File: config.mk
export PLATFORM = sky130hd
export DESIGN_NAME = motor_pwm_driver_flat
export DESIGN_NICKNAME = d
export VERILOG_FILES = /design/src/rtl/motor_pwm_driver_pkg.sv /design/src/rtl/motor_pwm_driver_if.sv /design/src/rtl/motor_pwm_driver_pwm_tick_gen.sv /design/src/rtl/motor_pwm_driver.sv /design/src/flat_wrapper.sv
export SDC_FILE = /design/constraint.sdc
export NUM_CORES = 1
export LEC_CHECK = 0
export BUFFER_PORTS_ARGS = -buffer_cell sky130_fd_sc_hd__clkbuf_2
export CORE_ASPECT_RATIO = 0.9
export CORE_MARGIN = 3
export CORE_UTILIZATION = 50
export CTS_BUF_LIST = sky130_fd_sc_hd__clkbuf_4 sky130_fd_sc_hd__clkbuf_8
export DETAILED_ROUTE_END_ITERATION = 10
export GPL_TIMING_DRIVEN = 0
export PLACE_DENSITY_LB_ADDON = 0.08
export SLEW_MARGIN = 25
export SYNTH_ARGS = -nofsm -noshare
export SYNTH_HDL_FRONTEND = slang
export SYNTH_SLANG_ARGS = --single-unit
File: constraint.sdc
create_clock -name clk -period 2.15 [get_ports clk]
set_input_delay 0.1075 -clock clk [delete_from_list [all_inputs] [get_ports clk]]
set_output_delay 0.1075 -clock clk [all_outputs]
set_load 0.02 [all_outputs]
File: src/rtl/motor_pwm_driver_pkg.sv
// Shared types and constants for the motor PWM channel.
package motor_pkg;

    localparam int SPEED_W   = 8;
    localparam int PWM_STEPS = 255;
    // Last value of the period counter; pcnt runs 0..PCNT_MAX.
    localparam int PCNT_MAX  = PWM_STEPS - 1;

    typedef enum logic [1:0] {
        DISARMED = 2'd0,
        RUN      = 2'd1,
        FAILSAFE = 2'd2
    } motorState_e;

    // Next duty at a period boundary. Acceleration is limited to step per period.
    // The sum is 9 bits wide, so it cannot wrap. Deceleration jumps straight to the target.
    function automatic logic [SPEED_W-1:0] rampDuty(
        input logic [SPEED_W-1:0] duty,
        input logic [SPEED_W-1:0] target,
        input logic [SPEED_W:0]   step
    );
        logic [SPEED_W:0] sum;
        sum = {1'b0, duty} + step;
        if (target > duty)
            rampDuty = ({1'b0, target} < sum) ? target : sum[SPEED_W-1:0];
        else
            rampDuty = target;
    endfunction

endpackage

File: src/rtl/motor_pwm_driver_if.sv
// Speed-stage to PWM-driver connection: speed request in, drive status out.
interface motor_pwm_driver_if;
    import motor_pkg::*;

    logic [SPEED_W-1:0] speed_in;
    logic               speed_valid;
    logic               arm;
    logic               pwm_out;
    logic [SPEED_W-1:0] duty_active;
    logic               failsafe;

    // Upstream side: the speed stage / controller.
    modport master (
        output speed_in, speed_valid, arm,
        input  pwm_out, duty_active, failsafe
    );

    // Driver side.
    modport slave (
        input  speed_in, speed_valid, arm,
        output pwm_out, duty_active, failsafe
    );

endinterface

File: src/rtl/motor_pwm_driver_pwm_tick_gen.sv
// Prescaler plus 255-step period counter. It can be shared by several motor channels.
module pwm_tick_gen
    import motor_pkg::*;
#(
    parameter int PWM_DIV = 4
) (
    input  logic               clk,
    input  logic               rst,
    output logic               tick,
    output logic [SPEED_W-1:0] pcnt,
    output logic               boundary
);

    localparam int                DIV_W    = (PWM_DIV > 1) ? $clog2(PWM_DIV) : 1;
    localparam logic [DIV_W-1:0]  DIV_LAST = DIV_W'(PWM_DIV - 1);
    localparam logic [SPEED_W-1:0] P_LAST  = SPEED_W'(PCNT_MAX);

    logic [DIV_W-1:0] divCnt;

    assign tick     = (divCnt == DIV_LAST);
    assign boundary = tick && (pcnt == P_LAST);

    // Prescaler counts 0..PWM_DIV-1. The period counter steps once per tick and wraps after 254.
    always_ff @(posedge clk) begin
        if (rst) begin
            divCnt <= '0;
            pcnt   <= '0;
        end else begin
            divCnt <= tick ? '0 : divCnt + DIV_W'(1);
            if (tick)
                pcnt <= (pcnt == P_LAST) ? '0 : pcnt + SPEED_W'(1);
        end
    end

endmodule

File: src/rtl/motor_pwm_driver.sv
// Single-channel motor PWM driver.
// It ramp-limits acceleration, gates the drive with arm, and
// forces the motor to zero when speed updates stop arriving.
module motor_pwm_driver
    import motor_pkg::*;
#(
    parameter int PWM_DIV         = 4,
    parameter int RAMP_STEP       = 8,
    parameter int TIMEOUT_PERIODS = 64
) (
    input  logic                clk,
    input  logic                rst,
    motor_pwm_driver_if.slave   bus
);

    localparam logic [SPEED_W:0] STEP   = (SPEED_W + 1)'(RAMP_STEP);
    localparam logic [16:0]      TO_LIM = 17'(TIMEOUT_PERIODS);

    motorState_e        state, stateNext;
    logic [SPEED_W-1:0] duty, dutyNext;
    logic [SPEED_W-1:0] target;
    logic [15:0]        toCnt, toNext;
    logic               pwmQ;

    logic               tick;
    logic               boundary;
    logic               periodEnd;
    logic [SPEED_W-1:0] pcnt;
    logic               toExpire;

    pwm_tick_gen #(.PWM_DIV(PWM_DIV)) uTick (
        .clk      (clk),
        .rst      (rst),
        .tick     (tick),
        .pcnt     (pcnt),
        .boundary (boundary)
    );

    // boundary is always a qualified tick. Gating it again keeps the driver
    // correct if a generator without that guarantee is dropped in.
    assign periodEnd = tick & boundary;

    // This boundary would bring the silent-period count up to the limit.
    assign toExpire = ({1'b0, toCnt} + 17'd1) >= TO_LIM;

    // Latch the requested speed. The last strobe before a boundary wins.
    always_ff @(posedge clk) begin
        if (rst)
            target <= '0;
        else if (bus.speed_valid)
            target <= bus.speed_in;
    end

    // State, duty and timeout registers, plus the registered PWM compare.
    always_ff @(posedge clk) begin
        if (rst) begin
            state <= DISARMED;
            duty  <= '0;
            toCnt <= '0;
            pwmQ  <= 1'b0;
        end else begin
            state <= stateNext;
            duty  <= dutyNext;
            toCnt <= toNext;
            pwmQ  <= (state != DISARMED) && (pcnt < duty);
        end
    end

    // Next-state logic. Losing arm overrides everything and drops duty immediately.
    // In RUN, a speed strobe takes priority over a timeout expiring in the same cycle.
    always_comb begin
        stateNext = state;
        dutyNext  = duty;
        toNext    = toCnt;
        if (!bus.arm) begin
            stateNext = DISARMED;
            dutyNext  = '0;
            toNext    = '0;
        end else begin
            unique case (state)
                DISARMED: begin
                    dutyNext  = '0;
                    toNext    = '0;
                    stateNext = RUN;
                end
                RUN: begin
                    // The boundary uses the target latched before this cycle,
                    // so a strobe landing on the boundary applies one period later.
                    if (periodEnd)
                        dutyNext = rampDuty(duty, target, STEP);
                    if (bus.speed_valid)
                        toNext = '0;
                    else if (periodEnd) begin
                        toNext = (toCnt == 16'hFFFF) ? toCnt : toCnt + 16'd1;
                        if (toExpire)
                            stateNext = FAILSAFE;
                    end
                end
                FAILSAFE: begin
                    // Recovery restarts the ramp from zero, not from the last duty.
                    if (bus.speed_valid) begin
                        stateNext = RUN;
                        toNext    = '0;
                        dutyNext  = '0;
                    end else if (periodEnd) begin
                        dutyNext  = '0;
                    end
                end
                default: begin
                    stateNext = DISARMED;
                    dutyNext  = '0;
                    toNext    = '0;
                end
            endcase
        end
    end

    assign bus.pwm_out     = pwmQ;
    assign bus.duty_active = duty;
    assign bus.failsafe    = (state == FAILSAFE);

endmodule

File: src/flat_wrapper.sv
// flat-port wrapper written by rule: the top's interface ports become plain ports
module motor_pwm_driver_flat import motor_pkg::*;
#(
    parameter int PWM_DIV         = 4,
    parameter int RAMP_STEP       = 8,
    parameter int TIMEOUT_PERIODS = 64
)
  (clk, rst, bus_speed_in, bus_speed_valid, bus_arm, bus_pwm_out, bus_duty_active, bus_failsafe);
  motor_pwm_driver_if bus_i ();
  input  logic clk;
  input  logic rst;
  input wire logic [$bits(bus_i.speed_in)-1:0] bus_speed_in;
  input wire logic [$bits(bus_i.speed_valid)-1:0] bus_speed_valid;
  input wire logic [$bits(bus_i.arm)-1:0] bus_arm;
  output wire logic [$bits(bus_i.pwm_out)-1:0] bus_pwm_out;
  output wire logic [$bits(bus_i.duty_active)-1:0] bus_duty_active;
  output wire logic [$bits(bus_i.failsafe)-1:0] bus_failsafe;
  assign bus_i.speed_in = bus_speed_in;
  assign bus_i.speed_valid = bus_speed_valid;
  assign bus_i.arm = bus_arm;
  assign bus_pwm_out = bus_i.pwm_out;
  assign bus_duty_active = bus_i.duty_active;
  assign bus_failsafe = bus_i.failsafe;
  motor_pwm_driver #(.PWM_DIV(PWM_DIV), .RAMP_STEP(RAMP_STEP), .TIMEOUT_PERIODS(TIMEOUT_PERIODS)) u_core (.clk(clk), .rst(rst), .bus(bus_i));
endmodule
Word-level counts from Yosys, hierarchy flattened
Index checks and enable logic that the tools add are counted.

Add/subtract/negate cells: 5. Order comparisons: 4. Equal/unequal tests: 12. Mux-type cells: 17. Bitwise operators: 2. Reductions and logical operators: 9.

Operators with widths (count): two-way mux 16 bit (4); two-way mux 8 bit (6); case mux 16 bit (2 select lines) (1); adder 16 x 1 -> 17 bit (second input constant) (1); greater-or-equal comparator 17 x 7 -> 1 bit (second input constant) (1); adder 16 x 1 -> 16 bit (second input constant) (1); == test 16 bit (second input constant) (1); case mux 8 bit (2 select lines) (1); adder 8 x 4 -> 9 bit (second input constant) (1); less-than comparator 8 x 9 -> 1 bit (1); adder 8 x 1 -> 8 bit (second input constant) (1); == test 8 bit (second input constant) (1); greater-than comparator 8 bit (1); less-than comparator 8 bit (1); two-way mux 2 bit (4); != test 3 x 2 -> 1 bit (second input constant) (2); case mux 2 bit (3 select lines) (1); == test 2 bit (second input constant) (2); != test 2 x 1 -> 1 bit (second input constant) (2); != test 2 bit (second input constant) (2); AND reduction 4 bit (1); OR reduction 2 bit (2); != test 3 bit (second input constant) (1); AND reduction 3 bit (1); other kinds (8) (9).

Bits in registers: 45. Input port bits: 12. Logic and storage cells: 56.

Depth between registers and ports, before layout
Depth in word-level cells: 6. Depth in mapped cells: 9.

Hierarchy
Synthesis repeated with hierarchy kept, for this count alone.

Cell total of the unflattened synthesis: 329. Area total of the unflattened synthesis: 2862.7 um^2.

By module, submodules not included: motor_pwm_driver (instances 1, cells an instance 279, area each 2401.1 um^2, seq. area each 700.7 um^2); pwm_tick_gen (instances 1, cells an instance 50, area each 461.7 um^2, seq. area each 200.2 um^2).

Least setup slack after synthesis
Ideal clock, no wire load.

Kind: reg-to-reg. Start point: register u_core.duty[3], in the netlist u_core.bus.duty_active[3]. End point: register u_core.duty[5], in the netlist u_core.bus.duty_active[5]. Arrival time: 2.215 ns. Path slack: -0.185 ns. Cell stages (with the launch flop): 10. Clock period less this slack: 2.335 ns. Cells stage by stage: dfxtp_1 -> ha_1 -> inv_1 -> ha_1 -> a211oi_1 -> nand2_1 -> o221ai_1 -> a21oi_2 -> a41o_1 -> a211o_1.

Longest elaborated chain between the ends: 6. Elaborated cells between the ends (all ways): 7.

RTL lines: start, declared (RTL line motor_pwm_driver.sv:20) `logic [SPEED_W-1:0] duty, dutyNext;`; start signal, assigned (RTL line motor_pwm_driver.sv:63) `duty <= dutyNext;`; adder 8 x 4 -> 9 bit (RTL line motor_pwm_driver_pkg.sv:23) `sum = {1'b0, duty} + step;`; less-than comparator 8 x 9 -> 1 bit (RTL line motor_pwm_driver_pkg.sv:25) `rampDuty = ({1'b0, target} < sum) ? target : sum[SPEED_W-1:0];`; two-way mux 8 bit (RTL line motor_pwm_driver_pkg.sv:25); two-way mux 8 bit (*) (RTL line motor_pwm_driver_pkg.sv:24) `if (target > duty)`; two-way mux 8 bit (*) (RTL line motor_pwm_driver.sv:89) `if (periodEnd)`; case mux 8 bit (2 select lines) (*) (RTL line motor_pwm_driver.sv:80) `unique case (state)`.

Mark *: on every way between the ends. The rest lies on a longest branch, timed or not. The select of a mux whose other input is x is not followed. A chain may end at the register's enable or synchronous reset.

Worst setup path after layout
Start point: register u_core.duty[3], in the netlist u_core.bus.duty_active[3]. End point: register u_core.duty[6], in the netlist u_core.bus.duty_active[6].

The elaborated chain is that of the path after synthesis.

==> impl_results.md <==
* WL final at 8081 um
* Final period utilization at 102.7%
* CP Data Required Time at 2.35 ns
* Area leader, netlist: dfxtp_1
* Post-Syn Instances at 362
* Fin. Hold Viols at 0
* Netlist cell types at 55
* Vias at 2,903
* Power density over the cells at 468.1 nW/um^2
* Setup Skew at 0.009208 ns
* Largest net degree at the start of global routing at 15
* Post-synth EDFFs at 0
* Port bufs at 20
* Vias in the first global route at 2,670
* Startpoint types: flop
* DP HPWL at 5388 um
* Synth Flop Type: dfxtp_1
* Final setup viols at 8
* GRT met2 Usage at 35.20%
* Met1 Use GR at 35.26%
* Register area at 927.1 um^2
* Die X at 86.92 um
* DR vias/cell at 6.270
* Core Rows at 25
* Slew Viols, Final at 0
* Max Cap Viol at 0
* Fillcell total at 463
* DR pass1 iterations at 4
* Residual DRC at 0
* Most used routing layer: met1
* GR Overflow Total at 0
* Fmax at 453.0 MHz
* Num CTS Buffers at 5
* Async SR Flop Fraction at 0%
* Top-count cell post-synth: dfxtp_1
* Clk buf depth at 2
* Mapped Avg Cell Area at 8.140 um^2
* Synthesized net count at 399
* GRT Overall Usage at 23.76%
* Worst-path fanout max at 5
* M3 GR Usage at 3.734%
* Worst reg-to-reg setup slack at -0.06 ns
* Peak VDD IR at 382.7 uV
* Placed insts at 449
* Area of the die at 6851 um^2
* Initial Util at 53.83%
* Total negative slack at -0.2218 ns
* H-tree Lvls at 2
* Class of the most critical setup path: reg -> reg
* Placed Instance Area at 3182 um^2
* Post-route ant nets at 0
* Finished Cell Area at 3638 um^2
* First-pass GRT wire length at 13,120 um
* Cts hold-fix bufs at 0
* Vert. Die Dim at 78.83 um
* Post-synth top cells: 45 x dfxtp_1, 32 x nor2_1, 26 x nand3_1
* CTS tree: done
* Ports at 22
* Num Clock Sinks at 45
* CP endpoint kind: flop
* CTS clk-pin slew, worst paths at 0.09 ns
* Finished Layout Cells at 463
* Routability congestion estimate at 0.8822
* Finished Core Util at 66.47%
* Root Driver: clkbuf_8
* Static Leakage at 1.429 nW
* Ant diodes at 0
* Fin crit period at 2.207 ns
* Mapped cell area at 2947 um^2
* Fin nets at 432
* Final worst slack at -0.05728 ns
* Least-Margin Pin Slew at 0.7345 ns
* Multi-input logic area at 2201 um^2
* RSZ-0062 raised after global routing: yes
* Top-area cell type share of the netlist area at 30.57%
* HP Class: in -> reg
* Layout cell share with drive strength beyond 1 at 26.77%
* Violated checks: negative setup slack
* Sequential area share after synthesis at 30.57%
* Area growth syn-to-layout at 23.48%
* WL/cell at 17.45 um
* CORE AREA at 5474 um^2
* Synth top area cells: dfxtp_1 31%, ha_1 11%, nand3_1 4.4%
* Synth Register Bits at 45
* Antenna violations before repair at 0
* Yosys warnings at 0
* Later-pin clock latency in the skew report at 0.30 ns
* Status: finished with violations
* CP arrival at 2.41 ns
* Iter 0 DRT Violations at 205
* Rel. slew slack at 51.04%
## metrics by stage
stage                     hold slack, ns  setup WS (ns)  total power, mW
final                            0.04111       -0.05728            1.703
after floorplan                   0.1833        0.01126            1.026
after CTS                        0.04221       -0.01672            1.682
after detailed placement          0.3517        -0.3482            1.076
after global routing             0.07299        -0.1204            1.780
after global placement            0.3444        -0.3345            1.072
## placed cells by master (no fill, tap or decap), types with 4 or more instances in the layout
cell / instances
dfxtp_1: 32
nor2_1: 29
nand2_1: 24
nand3_1: 22
clkbuf_2: 20
ha_1: 19
inv_1: 16
o21ai_0: 16
nand4_1: 13
a21oi_1: 11
nor3_1: 11
buf_4: 10
mux2i_1: 9
dfxtp_2: 9
clkbuf_1: 8
xnor2_1: 7
a21o_1: 7
a21oi_2: 6
xor2_1: 6
o31ai_1: 6
clkbuf_8: 6
nand3_2: 5
nand2b_1: 5
ha_4: 5
buf_2: 4
and4_1: 4
and3_1: 4
a32o_1: 4
o211ai_1: 4
dfxtp_4: 4
## registers in the layout (all words and copies together) (netlist names)
register	flops
u_core.target	8
u_core.bus.duty_active	8
u_core.state	2
u_core.uTick.pcnt	8
u_core.uTick.divCnt	2
u_core.toCnt	16
u_core.bus.pwm_out	1
## kinds of logic (layout without fill, tap and decap cells)
family | after synthesis | after routing | share of synthesized area, %
multiplexers | 9 | 9 | 3.057
adder cells (fa/ha/maj) | 25 | 25 | 10.62
XOR/XNOR | 13 | 13 | 3.864
flip-flops | 45 | 45 | 30.57
AND/OR/NAND/NOR | 145 | 145 | 26.16
buffers and inverters | 39 | 72 | 5.563
AO/OA/AOI/OAI | 86 | 87 | 20.17
## cell type report
class,count,share of cell area [%]
multi-input combinational,279,60.49
sequential,45,25.48
timing repair buffer,29,4.608
buffer,16,2.510
tap,67,2.304
clock buffer,6,2.270
inverter,19,1.960
clock inverter,2,0.3783
## metal layers
metal	routed length [um]	vias up
li1	-	1406
met1	3932	1391
met2	3576	94
met3	465	12
met4	107	0
met5	0	-
## where the power goes
group	internal (mW)	switching [mW]
Sequential	0.846	0.0176
Clock	0.261	0.303
Combinational	0.116	0.160
Total	1.22	0.480
## timing repair
action	CTS	global route
gates cloned	1	0
pin swaps	17	17
setup endpoints to repair	25	25
resized for setup	34	36
setup buffers	4	5
## worst max-delay path, stage by stage, from the launching register on
cell	delay [ns]
dfxtp_4	0.37
ha_4	0.27
inv_2	0.04
ha_4	0.27
inv_2	0.04
a2111oi_4	0.26
o221ai_4	0.22
a21oi_4	0.26
a21oi_1	0.12
a211o_1	0.26
## path summary, 6_finish.rpt
check	end	start	cells after the start
setup / recovery	u_core.bus.duty_active[6]	u_core.bus.duty_active[3]	9
hold / removal	u_core.target[0]	bus_speed_in[0]	3
setup reg to reg	u_core.bus.duty_active[6]	u_core.bus.duty_active[3]	9
hold reg to reg	u_core.uTick.divCnt[0]	u_core.uTick.divCnt[0]	1
Power figures use the tool's default switching activity.
